===== src/rtl/branch_predictor.sv =====
// rtl/branch_predictor.sv - fetch-side direct-mapped BTB predictor with decode-stage check
//
// Predicts at F from a direct-mapped BTB of 2-bit saturating counters, carries
// the prediction to D, compares it against the resolved branch there and raises
// a redirect on a mismatch, then trains the BTB entry once per resolved branch.
//
// Optional feature macro: BPRED_STATS_EN (adds stat_branches / stat_mispredicts).
//
// Ports:
//   clk, resetn           clock, asynchronous active-low reset
//   pcF                   fetch PC
//   pred_taken_f          predicted direction for pcF (combinational)
//   pred_target_f         predicted next PC for pcF (combinational)
//   stallD, flushD        hold / invalidate the F->D prediction register
//   resolve_en_d          D holds a conditional branch
//   branch_taken_d        resolved direction from the decode compare
//   branch_target_d       resolved branch target
//   mispredict_d          prediction carried into D was wrong
//   correct_pc_d          redirect PC (0 when no branch is being checked)
//   stat_branches         [BPRED_STATS_EN] trained branches, wraps at 2**32
//   stat_mispredicts      [BPRED_STATS_EN] trained mispredicted branches, wraps

module branch_predictor #(
  parameter int INDEX_BITS = 4
) (
  input  logic        clk,
  input  logic        resetn,
  input  logic [31:0] pcF,
  output logic        pred_taken_f,
  output logic [31:0] pred_target_f,
  input  logic        stallD,
  input  logic        flushD,
  input  logic        resolve_en_d,
  input  logic        branch_taken_d,
  input  logic [31:0] branch_target_d,
  output logic        mispredict_d,
  output logic [31:0] correct_pc_d
`ifdef BPRED_STATS_EN
  ,
  output logic [31:0] stat_branches,
  output logic [31:0] stat_mispredicts
`endif
);

  localparam int TAG_BITS = 30 - INDEX_BITS;
  localparam int ENTRIES  = 1 << INDEX_BITS;

  logic [ENTRIES-1:0]  valid_q;
  logic [TAG_BITS-1:0] tag_q [ENTRIES];
  logic [29:0]         tgt_q [ENTRIES];
  logic [1:0]          ctr_q [ENTRIES];

  // F-stage lookup
  logic [INDEX_BITS-1:0] idx_f;
  logic [TAG_BITS-1:0]   tag_f;
  logic                  hit_f;

  assign idx_f         = pcF[INDEX_BITS+1:2];
  assign tag_f         = pcF[31:INDEX_BITS+2];
  assign hit_f         = valid_q[idx_f] && (tag_q[idx_f] == tag_f);
  assign pred_taken_f  = hit_f && ctr_q[idx_f][1];
  assign pred_target_f = hit_f ? {tgt_q[idx_f], 2'b00} : pcF + 32'd4;

  // F->D prediction register; flush wins over stall
  logic        v_d;
  logic [31:0] pc_d;
  logic        pred_d;
  logic [31:0] ptgt_d;

  always_ff @(posedge clk or negedge resetn) begin
    if (!resetn) begin
      v_d    <= 1'b0;
      pc_d   <= '0;
      pred_d <= 1'b0;
      ptgt_d <= '0;
    end else if (flushD) begin
      v_d    <= 1'b0;
      pc_d   <= '0;
      pred_d <= 1'b0;
      ptgt_d <= '0;
    end else if (!stallD) begin
      v_d    <= 1'b1;
      pc_d   <= pcF;
      pred_d <= pred_taken_f;
      ptgt_d <= pred_target_f;
    end
  end

  // D-stage check; a taken branch also mispredicts if the carried target is stale
  logic chk;
  logic train_en;

  assign chk          = resolve_en_d && v_d;
  assign mispredict_d = chk && ((pred_d != branch_taken_d) ||
                                (branch_taken_d && (ptgt_d != branch_target_d)));
  // Not-taken redirect skips the delay slot
  assign correct_pc_d = !chk          ? 32'd0 :
                        branch_taken_d ? branch_target_d : pc_d + 32'd8;

  // A stalled branch keeps re-checking but trains only on the release cycle
  assign train_en = chk && !stallD;

  logic [INDEX_BITS-1:0] idx_d;
  logic [TAG_BITS-1:0]   tag_d;
  logic                  hit_d;

  assign idx_d = pc_d[INDEX_BITS+1:2];
  assign tag_d = pc_d[31:INDEX_BITS+2];
  assign hit_d = valid_q[idx_d] && (tag_q[idx_d] == tag_d);

  // BTB write port; the F lookup above sees pre-write contents in the same cycle
  always_ff @(posedge clk or negedge resetn) begin
    if (!resetn) begin
      valid_q <= '0;
      for (int i = 0; i < ENTRIES; i++) begin
        tag_q[i] <= '0;
        tgt_q[i] <= '0;
        ctr_q[i] <= 2'b01;
      end
    end else if (train_en) begin
      if (hit_d) begin
        if (branch_taken_d) begin
          if (ctr_q[idx_d] != 2'b11) ctr_q[idx_d] <= ctr_q[idx_d] + 2'd1;
          tgt_q[idx_d] <= branch_target_d[31:2];
        end else if (ctr_q[idx_d] != 2'b00) begin
          ctr_q[idx_d] <= ctr_q[idx_d] - 2'd1;
        end
      end else if (branch_taken_d) begin
        valid_q[idx_d] <= 1'b1;
        tag_q[idx_d]   <= tag_d;
        tgt_q[idx_d]   <= branch_target_d[31:2];
        ctr_q[idx_d]   <= 2'b10;
      end
    end
  end

`ifdef BPRED_STATS_EN
  always_ff @(posedge clk or negedge resetn) begin
    if (!resetn) begin
      stat_branches    <= '0;
      stat_mispredicts <= '0;
    end else if (train_en) begin
      stat_branches <= stat_branches + 32'd1;
      if (mispredict_d) stat_mispredicts <= stat_mispredicts + 32'd1;
    end
  end
`endif

endmodule


===== config.mk =====
export PLATFORM = sky130hd
export DESIGN_NAME = branch_predictor
export DESIGN_NICKNAME = d
export VERILOG_FILES = /design/src/rtl/branch_predictor.sv
export SDC_FILE = /design/constraint.sdc
export NUM_CORES = 2
export LEC_CHECK = 0
export CAP_MARGIN = 25
export CORE_MARGIN = 2
export CORE_UTILIZATION = 53
export CTS_BUF_LIST = sky130_fd_sc_hd__clkbuf_16
export CTS_CLUSTER_SIZE = 14
export DETAILED_ROUTE_END_ITERATION = 12
export DONT_BUFFER_PORTS = 1
export PLACE_DENSITY_LB_ADDON = 0.12
export SLEW_MARGIN = 20
export SYNTH_ARGS = -nofsm -noshare
export SYNTH_HDL_FRONTEND = slang
export SYNTH_SLANG_ARGS = --single-unit

===== constraint.sdc =====
create_clock -name clk -period 17.05 [get_ports clk]
set_clock_uncertainty 0.05 [all_clocks]
set_input_delay 3.41 -clock clk [delete_from_list [all_inputs] [get_ports clk]]
set_output_delay 3.41 -clock clk [all_outputs]
set_load 0.005 [all_outputs]

### Word-level counts from Yosys, hierarchy flattened

Cells that the tools add are included.

| word-level totals | value |
|---|---|
| register bits after elaboration | 1010 |
| output and inout bits | 66 |
| word-level logic and storage cells | 141 |

| operators by class | value |
|---|---|
| add/subtract/negate cells | 4 |
| magnitude comparators | 6 |
| equality and inequality tests | 7 |
| mux-type cells | 47 |
| bitwise operators | 7 |
| reduce and logical (&&, ||, !) cells | 17 |

Operator list:

| cell | count |
|---|---|
| 480-bit bitwise mux | 1 |
| 416-bit bitwise mux | 1 |
| 32-bit 2-to-1 mux | 12 |
| 26-bit binary-select mux with 4-bit select | 2 |
| 26-bit 2-to-1 mux | 5 |
| 30-bit binary-select mux with 4-bit select | 1 |
| 30-bit demux with 4-bit select | 1 |
| 26-bit demux with 4-bit select | 1 |
| 30-bit 2-to-1 mux | 3 |
| 32-bit bitwise mux | 2 |
| 26-bit equality test | 2 |
| 32-bit by 3-bit adder with 32-bit output (second input constant) | 1 |
| 32-bit by 4-bit adder with 32-bit output (second input constant) | 1 |
| 32-bit inequality test | 1 |
| 16-bit bitwise OR | 2 |
| 16-bit bitwise AND | 1 |
| 2-bit binary-select mux with 4-bit select | 2 |
| 16-bit inverter | 1 |
| 5-bit >= comparator (second input constant) | 2 |
| 4-bit by 5-bit less-than comparator with 1-bit output (second input constant) | 2 |
| 2-bit 2-to-1 mux | 5 |
| 4-bit inverter with 5-bit output | 2 |
| 1-bit logical AND | 9 |
| 1-bit binary-select mux with 4-bit select | 2 |
| other kinds (18) | 26 |

### Longest topological paths before layout

| depth | value |
|---|---|
| depth after elaboration | 9 |
| mapped depth | 17 |
| mapped depth without buffers | 9 |

### Worst setup path after synthesis

No wires, ideal clock.

| timing path | value |
|---|---|
| kind | input-to-output |
| start | input port pcF[2] |
| end | output port pred_target_f[25] |
| data arrival time | 6.744 ns |
| data required time | 13.590 ns |
| path slack | 6.846 ns |
| stages | 10 |
| buffers on the path | 7 |
| cells stage by stage | buf_2 > buf_2 > clkbuf_1 > buf_2 > buf_2 > buf_2 > buf_2 > mux4_2 > mux4_2 > mux2_2 |

| between the ends | value |
|---|---|
| cells in the longest elaborated chain, start to end | 7 |
| elaborated cells between the ends (all ways) | 13 |

RTL lines:

| element | RTL line | source |
|---|---|---|
| from (decl) | 28 | `input logic [31:0] pcF,` |
| 4-bit inverter with 5-bit output (implied by the code) | 60, 62 |  |
| 26-bit binary-select mux with 4-bit select | 60 | `assign hit_f = valid_q[idx_f] && (tag_q[idx_f] == tag_f);` |
| 26-bit 2-to-1 mux (implied by the code) (2 in a row) | 60 |  |
| 26-bit equality test | 60 |  |
| 1-bit logical AND | 60 |  |
| 32-bit 2-to-1 mux * | 62 | `assign pred_target_f = hit_f ? {tgt_q[idx_f], 2'b00} : pcF + 32'd4;` |
| to (decl) | 30 | `output logic [31:0] pred_target_f,` |

Mark *: on every way between the ends. The rest lies on a longest branch, timed or not. The select of a mux whose other input is x is not followed.

### Worst setup path after layout

| timing path | value |
|---|---|
| start | input port pcF[2] |
| end | output port pred_target_f[29] |

Same word-level chain as after synthesis.

==> flow_summary.toml <==
[outcome]
outcome = "completed"

[setup_path]
crit-reg2reg-launch = "pc_d[3]$_DFFE_PN0P_"
critical-path-slowest-cell = "sky130_fd_sc_hd__mux4_2"
timing.reg2reg.worst_path_depth = 12
timing_worst_setup_path_type = "in -> out"
critical_path_required_ps = 13590
ff2ff_setup_slack_ps = 10110
cp-end-kind = "output port"
timing.critical_path.arrival_ps = 7000
timing.critical_path.from_type = "input pin"
path_common_cell = "sky130_fd_sc_hd__mux4_2"
crit_path_max_fanout = 238
startpoint = "pcF[2]"
rr_endpoint = "tag_q[68]$_DFFE_PN0P_"
timing.critical_path.cells = "mux4_2, mux4_2, xnor2_1, nand4_1, nor4_1, and4b_2, buf_4, mux2_2"
delay_of_the_slowest_critical_path_stage_ps = 600
cp-endpoint = "pred_target_f[29]"

[die]
die_outline_height_um = 318
initial_core_util = 0.534
die_w_um = 318
ioPinCount = 136
core-area_mm2 = 0.0981
dieArea_mm2 = 0.101
rows = 115

[logic_synthesis]
synthArstFlopShare = 1.00
synth_fp_nets = 3780
synth-seq-area-share = 0.483
post_synth.cell_area_avg_um2 = 14.1
dominantRegCellSynth = "sky130_fd_sc_hd__dfrtp_1"
synth_cell_types = 75
yosys_register_bits = 1010
netlist_instances = 3706
mappedNetlistArea_mm2 = 0.0524
number_of_enable_type_register_cells_in_the_synthesized_netlist = 0
yosysWarningCount = 0

[sta]
grt_setup_unrepaired = "no"
hold_viol = 0
pin_slew_with_the_least_headroom_to_its_limit_ps = 1070
achievable-frequency_ghz = 0.0956
period_needed_ps = 10460
finalSetupViolCount = 0
timing.setup.tns_ps = 0
final_min_period_over_clock_period = 0.614
worst_slew_margin_rel = 0.290
report.final.slew_viol_count = 0

[global_route]
antenna_found_initial = 3
via_count_of_the_first_global_routing_pass = 34500
grt_pass1_wl_mm = 238
grt.met2_usage = 0.508
grt-ovfl-total = 0
grt_start_max_net_pins = 1011
grt_met3_usage = 0.0627
globalRoute.busiestLayer = "met2"
grt_util_all_layers = 0.319
global_routing_met1_resource_utilization = 0.431

[clocking]
insertion_delay_ps = 710
tritoncts = "built"
clk_pin_slew_worst_paths_ps = 60
cts_setup_buffers = 0
cts.root.buffer_cell = "sky130_fd_sc_hd__clkbuf_16"
holdBufCountCts = 0
cts_buffers = 109
tritoncts_num_sinks = 1010
ctsHtreeMaxLevel = 3
cts_buffer_depth = 3
post_cts_resize_count = 0

[detailed_routing]
route.vias.total = 33200
totalWireLength_mm = 161
detail_route.first_pass.iterations = 7
route.detailed.wl_per_inst_um = 32.7
via_cell_ratio = 6.75
detail_route.drc_violations = 0
first_iter_violations = 3314
detail-route-antenna-nets = 0

[placement]
hpwl_mm = 95.5
dpl.cell_count = 4701
routability_congestion_estimate = 0.898
portBuffers = 0

[pwr]
seq_power_share = 0.482
internal_power_mw = 4.03
total_leakage_power_nw = 26.0
clock_share_of_power = 0.430
sw_frac_of_total = 0.246
net_switching_power_of_the_design_mw = 1.32
peak_ir_drop_on_the_vdd_network_uv = 86.3
p_comb_frac = 0.088
power.density_cell_area_mw_per_mm2 = 94.5

[worst_hold_path]
worstHoldPathCells = 2
hold_path.class = "reg -> reg"

[finish]
layout_area_growth_over_synthesis_pct = 8.05
layout_common_cells = "sky130_fd_sc_hd__dfrtp_1 (991), sky130_fd_sc_hd__mux2_2 (721), sky130_fd_sc_hd__mux4_2 (357), sky130_fd_sc_hd__nand2_1 (167), sky130_fd_sc_hd__mux2_1 (163)"
layout_cells_sized_above_1 = 0.388
finalNetCount = 3607
layout_commonest_cell = "sky130_fd_sc_hd__dfrtp_1"
final-instance-count-excl-fill = 4911

[flow_run]
timing.max_cap.violations = 0
logic make-up (layout without fill, tap and decap cells):
group,after synthesis,in the layout,synth area share
DFF,1010,1010,0.483
buffers and inverters,380,296,0.0338
muxes,1426,1426,0.382
adders and majority gates,4,4,0.000955
and+or+nand+nor,519,519,0.0484
xor gates and xnor gates,139,139,0.0232
other,0,2,0
AOI/OAI and AO/OA,228,228,0.0286
layout make-up:
class / count / area, µm²
antenna: 2 / 5.00
clock buffer: 111 / 2780
clock inverter: 89 / 663
fill: 7751 / 41500
inverter: 16 / 60.1
multi-input combinational: 2316 / 25400
sequential: 1010 / 25300
tap: 1287 / 1610
timing repair buffer: 80 / 754
synth_stat cells, types with 5 or more instances:
library cell,number,area share
sky130_fd_sc_hd__nor2_1,118,0.0085
sky130_fd_sc_hd__a21oi_1,58,0.0055
sky130_fd_sc_hd__mux2i_1,149,0.028
sky130_fd_sc_hd__nand2_1,168,0.012
sky130_fd_sc_hd__nor4_1,11,0.0013
sky130_fd_sc_hd__o22ai_1,13,0.0016
sky130_fd_sc_hd__o21ai_0,51,0.0049
sky130_fd_sc_hd__o32ai_1,5,0.00084
sky130_fd_sc_hd__dfrtp_1,994,0.47
sky130_fd_sc_hd__o211ai_1,7,0.0010
sky130_fd_sc_hd__mux2_2,721,0.15
sky130_fd_sc_hd__clkbuf_1,219,0.016
sky130_fd_sc_hd__nor3_1,21,0.0020
sky130_fd_sc_hd__or2_2,5,0.00060
sky130_fd_sc_hd__and3_1,19,0.0023
sky130_fd_sc_hd__nand4_1,24,0.0029
sky130_fd_sc_hd__a221oi_1,5,0.00084
sky130_fd_sc_hd__mux2_4,36,0.010
sky130_fd_sc_hd__xor2_1,59,0.0099
sky130_fd_sc_hd__nand3_1,58,0.0055
sky130_fd_sc_hd__and2_1,10,0.0012
sky130_fd_sc_hd__a22oi_1,29,0.0042
sky130_fd_sc_hd__a211oi_1,5,0.00072
sky130_fd_sc_hd__buf_6,30,0.0064
sky130_fd_sc_hd__inv_1,14,0.0010
sky130_fd_sc_hd__a31oi_1,8,0.00096
sky130_fd_sc_hd__buf_1,50,0.0036
sky130_fd_sc_hd__o22a_1,9,0.0015
sky130_fd_sc_hd__nand2b_1,32,0.0038
sky130_fd_sc_hd__xnor2_1,80,0.013
sky130_fd_sc_hd__mux2_1,163,0.035
sky130_fd_sc_hd__nor2_4,9,0.0019
sky130_fd_sc_hd__dfstp_2,16,0.0080
sky130_fd_sc_hd__or2_1,9,0.0011
sky130_fd_sc_hd__nor2b_1,9,0.0011
sky130_fd_sc_hd__buf_4,10,0.0014
sky130_fd_sc_hd__or3_1,6,0.00072
sky130_fd_sc_hd__mux4_2,357,0.15
sky130_fd_sc_hd__a22o_1,9,0.0015
sky130_fd_sc_hd__buf_2,54,0.0052
through the flow:
stage          utilization  hold WS, ps  setup WS (ps)  total power, mW  cell area (µm²)
5_1_grt              0.577          446           6580             5.53            56600
4_1_cts              0.575          427           6800             5.33            56400
2_1_floorplan            -          392           6850             2.96            52400
3_5_place_dp         0.540          412           6840             3.04            53000
3_3_place_gp         0.539          402           6790             3.02            52900
6_report             0.577          430           6590             5.35            56600
metal layers:
metal / wire length, µm / vias up
met5: 0 / -
met4: 7270 / 0
met3: 12200 / 358
met2: 76200 / 1449
met1: 65000 / 17900
li1: - / 13400
flip-flops by register name (all words and copies together) (netlist names):
signal / cells
tag_q: 416
v_d: 1
ptgt_d: 32
ctr_q: 32
tgt_q: 480
valid_q: 16
pred_d: 1
pc_d: 32
how the worst min path moves through the flow:
stage / from / end / slack [ps]
after global placement: tgt_q[217]$_DFFE_PN0P_ / tgt_q[217]$_DFFE_PN0P_ / 400
after CTS: tgt_q[225]$_DFFE_PN0P_ / tgt_q[225]$_DFFE_PN0P_ / 430
after global routing: valid_q[9]$_DFFE_PN0P_ / valid_q[9]$_DFFE_PN0P_ / 450
after floorplan: tgt_q[210]$_DFFE_PN0P_ / tgt_q[210]$_DFFE_PN0P_ / 390
after detailed placement: tgt_q[225]$_DFFE_PN0P_ / tgt_q[225]$_DFFE_PN0P_ / 410
final: tgt_q[231]$_DFFE_PN0P_ / tgt_q[231]$_DFFE_PN0P_ / 430
power groups by stage:
| stage | combinational, mW | clock, mW | sequential, mW |
|---|---|---|---|
| after floorplan | 0.378 | 0 | 2.58 |
| after global placement | 0.413 | 0 | 2.61 |
| after detailed placement | 0.423 | 0 | 2.62 |
| after CTS | 0.425 | 2.33 | 2.57 |
| after global routing | 0.503 | 2.44 | 2.59 |
| final | 0.472 | 2.30 | 2.58 |
critical path, delay by kind of cell:
kind	cells	cell delay, ps
XOR/XNOR	1	480
multiplexers	3	1540
buffers and inverters	1	580
AND/OR/NAND/NOR	3	690
Note: power is estimated with default switching activity, not from simulation.
